## src/rtl/shift_sequencer.sv

```systemverilog
// Command-driven sequencer for an 8-bit bidirectional shift datapath.
// Accepts LOAD/SHIFT/ROTATE commands and steps the register one bit per cycle.
//
// Ports:
//   clk, reset       rising-edge clock, synchronous active-high reset
//   cmd_valid/ready  command handshake; accepted when both are high at an edge
//   cmd_op           000 NOP, 001 LOAD, 010 SHL, 011 SHR, 100 ROL, 101 ROR
//   cmd_amt          number of single-bit steps for shift/rotate ops
//   cmd_data         load value (LOAD only)
//   fill_bit         bit shifted in by SHL/SHR
//   data_out         current register contents
//   busy             a multi-cycle shift is in progress
//   done, cmd_err    one-cycle completion / reserved-opcode pulses
//   sr_enable        a shift step happens at the end of this cycle
//   sr_direction     0 = left, 1 = right; held between operations
module shift_sequencer #(
   parameter int WIDTH = 8,
   parameter int AMT_W = 3
) (
   input  logic             clk,
   input  logic             reset,
   input  logic             cmd_valid,
   output logic             cmd_ready,
   input  logic [2:0]       cmd_op,
   input  logic [AMT_W-1:0] cmd_amt,
   input  logic [WIDTH-1:0] cmd_data,
   input  logic             fill_bit,
   output logic [WIDTH-1:0] data_out,
   output logic             busy,
   output logic             done,
   output logic             cmd_err,
   output logic             sr_enable,
   output logic             sr_direction
);

   typedef enum logic {
      IDLE,
      SHIFT
   } state_t;

   localparam logic [2:0] OP_NOP  = 3'b000;
   localparam logic [2:0] OP_LOAD = 3'b001;
   localparam logic [2:0] OP_SHL  = 3'b010;
   localparam logic [2:0] OP_SHR  = 3'b011;
   localparam logic [2:0] OP_ROL  = 3'b100;
   localparam logic [2:0] OP_ROR  = 3'b101;

   localparam logic [AMT_W-1:0] AMT_ONE  = AMT_W'(1);
   localparam logic [AMT_W-1:0] AMT_ZERO = '0;

   state_t           state_q, state_d;
   logic [AMT_W-1:0] cnt_q, cnt_d;
   logic [WIDTH-1:0] data_q, data_d;
   logic             dir_q, dir_d;
   logic             rot_q, rot_d;
   logic             fill_q, fill_d;
   logic             done_q, done_d;
   logic             err_q, err_d;

   logic             accept;
   logic             in_l;
   logic             in_r;
   logic [WIDTH-1:0] step;

   // Bit entering the vacated end: wrapped-around bit for rotates,
   // captured fill bit for shifts.
   assign in_l = rot_q ? data_q[WIDTH-1] : fill_q;
   assign in_r = rot_q ? data_q[0] : fill_q;
   assign step = dir_q ? {in_r, data_q[WIDTH-1:1]}
                       : {data_q[WIDTH-2:0], in_l};

   always_comb begin
      state_d   = state_q;
      cnt_d     = cnt_q;
      data_d    = data_q;
      dir_d     = dir_q;
      rot_d     = rot_q;
      fill_d    = fill_q;
      done_d    = 1'b0;
      err_d     = 1'b0;
      cmd_ready = (state_q == IDLE);
      busy      = (state_q == SHIFT);
      sr_enable = (state_q == SHIFT);
      accept    = cmd_valid & cmd_ready;

      unique case (state_q)
         IDLE: begin
            if (accept) begin
               done_d = 1'b1;
               case (cmd_op)
                  OP_NOP: ;
                  OP_LOAD: data_d = cmd_data;
                  OP_SHL, OP_SHR, OP_ROL, OP_ROR: begin
                     // Zero-length shifts complete like a NOP.
                     if (cmd_amt != AMT_ZERO) begin
                        state_d = SHIFT;
                        cnt_d   = cmd_amt;
                        dir_d   = cmd_op[0];
                        rot_d   = cmd_op[2];
                        fill_d  = fill_bit;
                        done_d  = 1'b0;
                     end
                  end
                  default: err_d = 1'b1;
               endcase
            end
         end
         SHIFT: begin
            data_d = step;
            cnt_d  = cnt_q - AMT_ONE;
            if (cnt_q == AMT_ONE) begin
               state_d = IDLE;
               done_d  = 1'b1;
            end
         end
         default: state_d = IDLE;
      endcase
   end

   always_ff @(posedge clk) begin
      if (reset) begin
         state_q <= IDLE;
         cnt_q   <= '0;
         data_q  <= '0;
         dir_q   <= 1'b0;
         rot_q   <= 1'b0;
         fill_q  <= 1'b0;
         done_q  <= 1'b0;
         err_q   <= 1'b0;
      end else begin
         state_q <= state_d;
         cnt_q   <= cnt_d;
         data_q  <= data_d;
         dir_q   <= dir_d;
         rot_q   <= rot_d;
         fill_q  <= fill_d;
         done_q  <= done_d;
         err_q   <= err_d;
      end
   end

   assign data_out     = data_q;
   assign done         = done_q;
   assign cmd_err      = err_q;
   assign sr_direction = dir_q;

endmodule

```

## config.mk

```make
export PLATFORM = sky130hd
export DESIGN_NAME = shift_sequencer
export DESIGN_NICKNAME = d
export VERILOG_FILES = /design/src/rtl/shift_sequencer.sv
export SDC_FILE = /design/constraint.sdc
export NUM_CORES = 1
export LEC_CHECK = 0
export ABC_AREA = 1
export BUFFER_PORTS_ARGS = -buffer_cell sky130_fd_sc_hd__buf_4
export CORE_MARGIN = 5
export CORE_UTILIZATION = 38
export CTS_CLUSTER_DIAMETER = 50
export DETAILED_ROUTE_END_ITERATION = 8
export PLACE_DENSITY = 0.72
export REMOVE_ABC_BUFFERS = 1
export SETUP_SLACK_MARGIN = 0.4
export SLEW_MARGIN = 0
export SYNTH_ARGS = -nofsm -noshare
export SYNTH_HDL_FRONTEND = slang
export SYNTH_SLANG_ARGS = --single-unit
```

## constraint.sdc

```tcl
create_clock -name clk -period 1 [get_ports clk]
set_input_delay 0.15 -clock clk [delete_from_list [all_inputs] [get_ports clk]]
set_output_delay 0.15 -clock clk [all_outputs]
set_load 0.02 [all_outputs]
```

# Word level (Yosys, flattened, before mapping)

Cells that the tools add are included.

Bits in registers: 17
Input bits: 18
Output and inout bits: 14

$add $sub $neg: 1
Equality and inequality tests: 10
Muxes and demuxes: 21
Bitwise gates (word level): 3
Reduce and logical (&&, ||, !) cells: 8

Operators with widths:

| operator                                                            | number |
|---|---|
| 8-bit two-way mux                                                   | 3 |
| 8-bit case mux with 2 select lines                                  | 1 |
| 1-bit two-way mux                                                   | 11 |
| 3-bit two-way mux                                                   | 3 |
| 2-bit by 1-bit != test with 1-bit output (second input constant)    | 4 |
| 3-bit by 1-bit == test with 1-bit output (second input constant)    | 2 |
| 3-bit by 2-bit == test with 1-bit output (second input constant)    | 2 |
| 3-bit == test (second input constant)                               | 2 |
| 3-bit case mux with 2 select lines                                  | 1 |
| 6-bit OR reduction                                                  | 1 |
| 1-bit case mux with 2 select lines                                  | 2 |
| 4-bit AND reduction                                                 | 1 |
| 4-bit OR reduction                                                  | 1 |
| 3-bit zero test                                                     | 1 |
| 3-bit AND reduction                                                 | 1 |
| 3-bit nonzero test                                                  | 1 |
| 3-bit OR reduction                                                  | 1 |
| 3-bit by 1-bit subtractor with 3-bit output (second input constant) | 1 |
| 1-bit NOT                                                           | 2 |
| 2-bit AND reduction                                                 | 1 |
| 1-bit bitwise AND                                                   | 1 |

# Depth between registers and ports, before layout

Gate-level depths: netlist (run 1).

Depth after elaboration: 5
Mapped depth: 8

# Least setup slack after synthesis (run 1)

OpenSTA, ideal clock, no wires.

Path type: flip-flop to flip-flop
Start point: reg state_q (netlist: busy)
End point: reg data_q[7] (netlist: data_out[7])
Library setup time: 0.070 ns
Arrival: 1.071 ns
Data required time: 0.930 ns
Setup slack: -0.141 ns
Cell stages (with the launch flop): 7
Clock period less this slack: 1.141 ns
Path through: dfxtp_1 > buf_6 > inv_8 > buf_6 > a21oi_1 > nand2_1 > a21oi_1

Word-level cells in the longest chain between the ends: 4
Elaborated cells on any way between the ends: 6

RTL lines:

| item                                                      | RTL line | RTL |
|---|---|---|
| start, declared                                           | 51       | `state_t state_q, state_d;` |
| start signal, assigned                                    | 131      | `state_q <= state_d;` |
| 1-bit NOT (*)                                             | n/a      |  |
| net cmd_ready                                             | 23       | `output logic cmd_ready,` |
| 1-bit bitwise AND                                         | 84       | `accept = cmd_valid & cmd_ready;` |
| 2-bit by 1-bit != test with 1-bit output (no source line) | n/a      |  |
| 2-bit AND reduction (no source line)                      | n/a      |  |
| end signal, assigned                                      | 133      | `data_q <= data_d;` |
| end, declared                                             | 53       | `logic [WIDTH-1:0] data_q, data_d;` |

Mark *: on every way through the listed nets, which the timed path passes. The rest lies on a longest branch.
A chain may end at the register's enable or synchronous reset.

# Worst setup path after layout (run 1)

Start point: reg state_q (netlist: busy)
End point: out cmd_ready

Word-level cells in the longest chain between the ends: 1

RTL lines:

| item          | RTL line |
|---|---|
| 1-bit NOT     | n/a |
| end, declared | 23 |

Every way passes these cells.

==> impl_metrics.csv, run 1 <==
group,metric,value,unit
layout,finalNonFillerCells,213,
layout,seq_area,360,um^2
drt,wl,3240,um
timing,slew_viol_final,0,
cts,h-tree-depth,1,
layout,multi_input_area,597,um^2
timing,period_needed,1.18,ns
drt,ant_nets,0,
timing,fin_crit_sh,118,%
synthesis,ys.flop_type,"dfxtp_1",
cts,ctsLongestPathBuffers,2,
layout,nets,206,
drt,drc,0,
floorplan,die_h,59.1,um
drt,drt_iter0_markers,39,
synthesis,async_flop_share,0,%
floorplan,core-area,0.00225,mm^2
synthesis,muxShareOfSynthArea,0,%
setup_path,arrival,1.03,ns
synthesis,synth-xor-area-share,0,%
global_routing,grt_pass1_vias,1084,
power_and_ir_drop,power,1970,uW
drt,vias,1103,
placed_design,hpwl,1900,um
global_routing,overflow,0,
setup_path,endpoint_kind,"primary output",
cts,holdBufCountCts,0,
cts,worstSkewPairLatency,0.30,ns
synthesis,yosys.area_share.simple,22.9,%
power_and_ir_drop,power.density,1230,mW/mm^2
timing,finalHoldViolCount,0,
setup_path,ff2ff_path_depth,6,
setup_path,endpoint,"cmd_ready",
setup_path,timing.rr.end,"data_out[2]",
synthesis,synth.distinct_cells,20,
setup_path,required,0.85,ns
cts,path_clk_slew,0.11,ns
synthesis,synthAdderAreaFrac,2.73,%
timing,worst_slew_pin_slew,0.394,ns
outcome,outcome,"finished, violations left",
synthesis,synth_top_area_share,37.1,%
floorplan,rows,17,
synthesis,syn_area_per_cell,7.17,um^2
setup_path,reg2reg_from,"busy",
synthesis,netlist_area,917,um^2
setup_path,cp_max_fo,2,
drt,dr.pass1.iters,4,
timing,setup_ws,-0.184,ns
global_routing,antenna_found_initial,0,
layout,n_fill_cell,166,
cts,cts_tree,"built",
cts,numCtsBuffers,3,
drt,routedWlPerCell,15.2,um
floorplan,start_util,40.7,%
timing,fin_skew,0.00298,ns
floorplan,die_w,59.1,um
placed_design,dp_cells,194,
synthesis,synth_area_leaders,"dfxtp_1 37%, o21ai_0 14%, a21oi_1 10%",
global_routing,grt_pass1_wl,4950,um
layout,diodes,0,
synthesis,synth_common_cells,"25 x o21ai_0, 19 x a21oi_1, 18 x nand2_1",
setup_path,critPathLaunch,"busy",
setup_path,r2r_slack,-0.15,ns
timing,grt_setup_unrepaired,"true",
run,drv_cap,0,
synthesis,seq_area_frac_synth,37.1,%
cts,clock-sinks,17,
layout,drive_gt1_share,60.0,%
floorplan,dieArea,0.00350,mm^2
synthesis,ys_warn_count,0,
setup_path,path_class,"reg2out",
synthesis,synth-compound-area-share,24.7,%
synthesis,synth_top_family_by_area,"compound AO/OA/AOI/OAI gates",
synthesis,synth.most_common_cell,"o21ai_0",
drt,vias_per_cell,5.18,
synthesis,yosysTopAreaCell,"dfxtp_1",
cts,cts-root-buf,"clkbuf_4",
layout,area_delta_synth_final,75.0,%
outcome,violations,"negative setup slack",
setup_path,setup.worst_path.start_class,"register",
timing,setup_viol,17,
power_and_ir_drop,vdd_drop_max,887,uV
synthesis,synth_seq_cells,17,
hold_path,hp-class,"in2reg",
timing,maxSlewHeadroom,73.7,%
synthesis,synth_cells,128,
global_routing,track_usage,18.3,%
synthesis,synth_edf_count,0,
timing,fmax,845,MHz
power_and_ir_drop,p_leak,0.000698,uW
global_routing,grt_max_degree,14,
floorplan,io_pins,32,
placed_design,numPortBuffers,31,
placed_design,gp_congestion,0.843,
power by group:
part	leakage (uW)	internal, uW	switching, uW
Sequential	0.000145	746	45.2
Clock	0.0000177	149	251
Combinational	0.000534	385	391
metal layers:
| layer | wire, um | share of wire (%) | vias to the layer above | track usage [%] |
|---|---|---|---|---|
| met5 | 0 | 0 | - | 0 |
| met4 | 97 | 3.0 | 0 | 7.44 |
| met3 | 131 | 4.0 | 10 | 1.74 |
| met2 | 1690 | 52 | 34 | 31.9 |
| met1 | 1330 | 41 | 520 | 22.9 |
| li1 | - | - | 539 | - |
area by class of cell:
cell class,instances,share of cell area [%]
clock buffer,3,1.40
clock inverter,1,0.312
inverter,14,3.74
multi-input combinational,92,37.2
sequential,17,22.4
tap,28,2.18
timing repair buffer,58,32.7
cell usage in the layout, fill, tap and decap left out, drive strengths merged:
cell type | netlist | layout
buf | 4 | 58
o21ai | 25 | 25
nand2 | 19 | 19
a21oi | 19 | 19
dfxtp | 17 | 17
inv | 14 | 14
nor2 | 13 | 13
nand3 | 10 | 10
clkbuf | 1 | 3
ha | 2 | 2
or2 | 1 | 1
and3 | 1 | 1
and2 | 1 | 1
o22ai | 1 | 1
clkinv | 0 | 1
stage by stage:
| step | TNS (ns) | hold slack (ns) | area [um^2] | util, % | setup slack [ns] |
|---|---|---|---|---|---|
| after global routing | -2.59 | 0.0756 | 1610 | 71.2 | -0.222 |
| after global placement | -0.413 | 0.384 | 1220 | 54.1 | -0.0899 |
| after floorplan | -5.11 | 0.219 | 862 | - | -0.336 |
| final | -1.63 | 0.0825 | 1610 | 71.2 | -0.184 |
| after detailed placement | -0.626 | 0.385 | 1220 | 54.1 | -0.124 |
| after CTS | -1.75 | 0.0664 | 1500 | 66.3 | -0.184 |
worst max-delay path, stage by stage, from the launching register on:
cell     delay [ns]
dfxtp_2        0.36
buf_6          0.12
inv_8          0.03
buf_6          0.10
buf_6          0.12
flip-flops by register name, summed over array words and instances, names as in the netlist:
signal	flops
done	1
busy	1
cmd_err	1
data_out	8
rot_q	1
cnt_q	3
sr_direction	1
fill_q	1
kinds of logic (layout without fill, tap and decap cells):
kind of cell	count (synthesis)	after routing
compound gates	45	45
buf+inv	19	76
flops	17	17
fa+ha+maj	2	2
simple gates	45	45
what timing repair did:
action,4_1_cts,5_1_grt
resized for setup,54,29
buffers inserted,12,3
setup endpoints to repair,31,31
pin swaps,4,8
worst min path at each step:
stage,startpoint,to,slack (ns),cells past startpoint
3_3_place_gp,reset,sr_direction,0.38,2
6_report,reset,fill_q,0.08,2
2_1_floorplan,reset,cnt_q[2],0.22,1
5_1_grt,reset,fill_q,0.08,2
3_5_place_dp,reset,fill_q,0.38,2
4_1_cts,reset,fill_q,0.07,2
Note: power is estimated with default switching activity, not from simulation.
==> run 2: changes to the inputs <==
ABC_AREA = 0   (was 1)
PLACE_DENSITY = 0.71   (was 0.72)
==> run 2 against run 1 <==
The flow still finishes with violations (negative setup slack); combinational power down 7.1%; clock power about the same; largest cell class unchanged; synthesized area up 9.0%; core utilization down 4.8 points; flip-flop and latch count unchanged; wire length down 6.5%; die area up 7.5%; critical path depth unchanged; sequential share of layout area up 0.24 points; count of clock-buffer cells in the layout up 1.
==> impl_metrics.csv, run 2 <==
group,metric,value,unit
synthesis,async_flop_share,0,%
layout,area_delta_synth_final,66.1,%
setup_path,timing.rr.end,"data_out[6]",
power_and_ir_drop,p_switching,618,uW
synthesis,synth.most_common_cell,"dfxtp_1",
power_and_ir_drop,vdd_drop_max,850,uV
synthesis,ys.flop_type,"dfxtp_1",
global_routing,track_usage,18.0,%
setup_path,setup.worst_path.start_class,"register",
layout,final_common_cell,"buf_4",
layout,drive_gt1_share,60.9,%
hold_path,worstHoldStart,"cmd_op[1]",
run,drv_cap,0,
layout,largest_reg_flops,8,
placed_design,gp_congestion,0.843,
drt,dr.pass1.iters,4,
power_and_ir_drop,power,1910,uW
synthesis,ys_warn_count,0,
floorplan,rows,18,
setup_path,path_class,"reg2out",
drt,vias,975,
cts,cts_tree,"built",
cts,h-tree-depth,1,
synthesis,synth_area_leaders,"dfxtp_1 34%, mux2i_1 10%, mux2_1 5.6%",
timing,setup_viol,19,
global_routing,antenna_found_initial,0,
timing,fin_crit_sh,117,%
power_and_ir_drop,p_clk_share,20.8,%
drt,vias_per_cell,5.39,
power_and_ir_drop,swShare,32.3,%
drt,drt_iter0_markers,17,
synthesis,synth_top_area_share,34.0,%
cts,cts-root-buf,"clkbuf_4",
cts,path_clk_slew,0.11,ns
timing,fmax,851,MHz
setup_path,arrival,1.02,ns
cts,clock-sinks,17,
hold_path,hold_end,"cmd_err",
synthesis,synth_seq_cells,17,
synthesis,netlist_area,1000,um^2
drt,routedWlPerCell,16.7,um
global_routing,grt_pass1_wl,4970,um
hold_path,hp-class,"in2reg",
setup_path,cp_max_fo,3,
timing,setup_ws,-0.175,ns
synthesis,synth_edf_count,0,
timing,fin_skew,0.00611,ns
outcome,outcome,"finished, violations left",
layout,diodes,0,
synthesis,synth.distinct_cells,35,
synthesis,synth_cells,101,
floorplan,dieArea,0.00376,mm^2
floorplan,start_util,40.0,%
drt,ant_nets,0,
floorplan,die_w,61.3,um
cts,ctsLongestPathBuffers,2,
cts,holdBufCountCts,0,
power_and_ir_drop,p_int,1300,uW
power_and_ir_drop,pwr-share-comb,37.7,%
global_routing,grt_pass1_vias,1120,
timing,worst_slew_pin_slew,0.407,ns
setup_path,endpoint_kind,"primary output",
setup_path,ff2ff_path_depth,4,
drt,wl,3030,um
power_and_ir_drop,p_leak,0.000680,uW
global_routing,overflow,0,
setup_path,reg2reg_from,"sr_direction",
drt,drc,0,
layout,nets,172,
outcome,violations,"negative setup slack",
timing,slew_viol_final,0,
cts,numCtsBuffers,3,
timing,finalHoldViolCount,0,
power_and_ir_drop,seq_power_share,41.5,%
global_routing,grt_max_degree,21,
placed_design,place_ws,-0.144,ns
setup_path,r2r_slack,-0.13,ns
timing,grt_setup_unrepaired,"true",
hold_path,whs_path_depth,3,
cts,worstSkewPairLatency,0.30,ns
synthesis,seq_area_frac_synth,34.0,%
placed_design,hpwl,1950,um
power_and_ir_drop,power.density,1150,mW/mm^2
placed_design,numPortBuffers,31,
timing,period_needed,1.17,ns
synthesis,syn_area_per_cell,9.90,um^2
setup_path,required,0.85,ns
synthesis,synth_common_cells,"17 x dfxtp_1, 10 x mux2i_1, 7 x nand2b_1",
synthesis,yosysTopAreaCell,"dfxtp_1",
timing,whs,0.102,ns
floorplan,io_pins,32,
floorplan,die_h,61.3,um
timing,setup_tns,-1.94,ns
timing,maxSlewHeadroom,72.7,%
layout,layout_common_cells,"31 x buf_4, 18 x buf_6, 10 x mux2i_1",
floorplan,core-area,0.00250,mm^2
==> run 2: worst max-delay path by stage <==
stage | slack (ns) | from | to
final | -0.17 | busy | cmd_ready
after global routing | -0.20 | busy | cmd_ready
after CTS | -0.15 | busy | cmd_ready
after detailed placement | -0.14 | cmd_op[2] | cnt_q[1]
after global placement | -0.11 | sr_direction | data_out[4]
after floorplan | -0.75 | busy | data_out[3]
==> run 2: cells by family after synthesis <==
| family | count (synthesis) | share of synthesized area [%] |
|---|---|---|
| AO/OA/AOI/OAI | 27 | 19.8 |
| XOR/XNOR | 2 | 2.50 |
| adder cells (fa/ha/maj) | 2 | 2.50 |
| buffers and inverters | 11 | 4.88 |
| flip-flops | 17 | 34.0 |
| multiplexers | 17 | 17.9 |
| AND/OR/NAND/NOR | 25 | 18.4 |
==> run 2: final cells by class <==
cell class / count / area, um^2
clock buffer: 4 / 26.3
fill: 203 / 840
inverter: 5 / 23.8
multi-input combinational: 73 / 701
sequential: 17 / 377
tap: 30 / 37.5
timing repair buffer: 52 / 495
==> run 2: stage by stage <==
stage	cells	area, um^2	utilization, %
2_1_floorplan	95	970	-
3_3_place_gp	171	1370	54.6
3_5_place_dp	171	1370	54.6
4_1_cts	179	1600	64.0
5_1_grt	181	1660	66.4
6_report	181	1660	66.4
==> run 2: metal layers <==
metal  GRT usage, %  routed length (um)
met1           20.2                1220
met2           33.1                1570
met3           4.19                 215
met4           5.88                  25
met5              0                   0
==> run 2: critical path: stages (launching register included) <==
cell and delay [ns]:
dfxtp_2 0.36, buf_6 0.10, inv_4 0.03, buf_6 0.10
buf_6 0.12
==> run 2: repair_timing <==
action,4_1_cts,5_1_grt
endpoints found under the setup margin,31,31
gates resized for setup,55,9
gates cloned,0,1
pin swaps,6,4
setup buffers,4,1
==> run 2: power groups by stage <==
stage	logic (uW)	registers, uW	clock network, uW
final	722	795	397
after CTS	681	796	386
after global routing	777	805	421
after floorplan	215	851	0
after global placement	534	790	0
after detailed placement	542	792	0
==> run 3: changes to the inputs <==
PLACE_DENSITY = default   (was 0.71)
==> run 3 against run 2 <==
Critical path type unchanged; critical endpoint unchanged; the run still ends with negative setup slack left; register-to-register slack worse by 0.03 ns; combinational power is 2% higher; first-iteration DRC count is 35% lower; sequential power hardly changed; non-clock buffer count is 4 higher.
==> impl_metrics.csv, run 3 (synthesized netlist as in run 2, its figures left out) <==
group,metric,value,unit
timing,maxSlewHeadroom,67.0,%
floorplan,rows,18,
setup_path,required,0.85,ns
global_routing,overflow,0,
placed_design,place_ws,-0.227,ns
drt,drt_iter0_markers,11,
drt,vias,985,
timing,grt_setup_unrepaired,"true",
floorplan,io_pins,32,
drt,wl,2890,um
setup_path,r2r_slack,-0.16,ns
layout,layout_common_cells,"33 x buf_4, 23 x buf_6, 10 x mux2i_1",
cts,clock-sinks,17,
floorplan,die_w,61.3,um
placed_design,numPortBuffers,31,
setup_path,cpPeakStageDelay,0.36,ns
layout,n_fill_cell,196,
layout,diodes,0,
cts,ctsLongestPathBuffers,2,
setup_path,crit_chain,"buf_6 > inv_4 > buf_6 > buf_6",
setup_path,worst-path-buf-inv,4,
layout,area_delta_synth_final,69.0,%
layout,drive_gt1_share,63.2,%
layout,final_common_cell,"buf_4",
setup_path,setup.worst_path.start_class,"register",
power_and_ir_drop,vdd_drop_max,754,uV
power_and_ir_drop,p_leak,0.000702,uW
cts,worstSkewPairLatency,0.30,ns
timing,period_needed,1.16,ns
setup_path,cp_max_fo,2,
floorplan,die_h,61.3,um
outcome,outcome,"finished, violations left",
cts,cts_tree,"built",
placed_design,gp_congestion,0.762,
setup_path,cpMaxStageDelayCell,"dfxtp_2",
drt,dr.pass1.iters,3,
timing,setup_viol,20,
layout,seq_area,373,um^2
cts,cts-root-buf,"clkbuf_4",
outcome,violations,"negative setup slack",
timing,fin_crit_sh,116,%
layout,multi_input_area,723,um^2
timing,worst_slew_pin_slew,0.493,ns
global_routing,antenna_found_initial,0,
timing,fmax,860,MHz
placed_design,hpwl,1970,um
floorplan,dieArea,0.00376,mm^2
setup_path,path_class,"reg2out",
global_routing,track_usage,17.1,%
drt,routedWlPerCell,15.6,um
layout,nets,176,
drt,vias_per_cell,5.32,
drt,drc,0,
hold_path,hp-class,"in2reg",
layout,largest_reg_flops,8,
cts,path_clk_slew,0.11,ns
power_and_ir_drop,power.density,1140,mW/mm^2
timing,finalHoldViolCount,0,
global_routing,grt_pass1_wl,4780,um
run,drv_cap,0,
setup_path,cpLargestDelayFamily,"flip-flops",
global_routing,grt_pass1_vias,1061,
drt,ant_nets,0,
setup_path,arrival,1.01,ns
timing,slew_viol_final,0,
timing,whs,0.108,ns
cts,h-tree-depth,1,
global_routing,grt_max_degree,21,
setup_path,endpoint_kind,"primary output",
timing,setup_ws,-0.163,ns
setup_path,crit_top_cell,"buf_6",
timing,fin_skew,0.00122,ns
floorplan,core-area,0.00250,mm^2
cts,numCtsBuffers,3,
floorplan,start_util,40.0,%
run 3: cell count changes in the layout (fill, tap and decap cells not counted), moves of 2 or more:
cell     change
a31oi_1      -2
buf_6        +5
mux2_4       -2
buf_4        +2
run 3: layout make-up:
type	count	share of cell area, %
clock buffer	3	1.33
inverter	5	1.26
sequential	17	22.1
clock inverter	1	0.296
timing repair buffer	56	30.0
multi-input combinational	73	42.8
tap	30	2.22
run 3: stage by stage:
stage	total power [uW]	cell area (um^2)	setup TNS (ns)	std cells	utilization, %
after detailed placement	1340	1370	-2.32	173	54.7
after floorplan	1070	970	-10.76	95	-
after CTS	1900	1640	-1.83	185	65.5
after global routing	2020	1690	-2.78	185	67.6
after global placement	1330	1370	-1.88	173	54.7
final	1920	1690	-1.74	185	67.6
run 3: metal layers:
| metal | part of all wire, % | up-vias | global-route usage [%] |
|---|---|---|---|
| met4 | 0.83 | 0 | 5.57 |
| met2 | 50 | 24 | 28.2 |
| li1 | - | 488 | - |
| met3 | 4.6 | 4 | 3.14 |
| met1 | 45 | 469 | 22.5 |
| met5 | 0 | - | 0 |
run 3: worst register-to-register path: stages, from the launching register on:
cell     delay [ns]
dfxtp_2        0.35
buf_6          0.11
buf_6          0.13
buf_6          0.12
a31oi_2        0.19
o41ai_1        0.10
a21oi_1        0.12
run 3: power breakdown:
group	total, uW	internal [uW]	switching, uW
logic	740	421	319
clock network	388	149	239
registers	795	735	60.6
run 3: worst paths after layout:
kind,start,endpoint,cells after the start
max,busy,cmd_ready,4
min,cmd_data[3],data_out[3],3
max reg2reg,busy,cnt_q[2],6
min reg2reg,fill_q,fill_q,2
run 3: timing repair:
item	CTS	global route
setup buffers	8	0
pin swaps	7	1
resized for setup	53	14
hold buffers	0	0
endpoints found under the setup margin	31	31
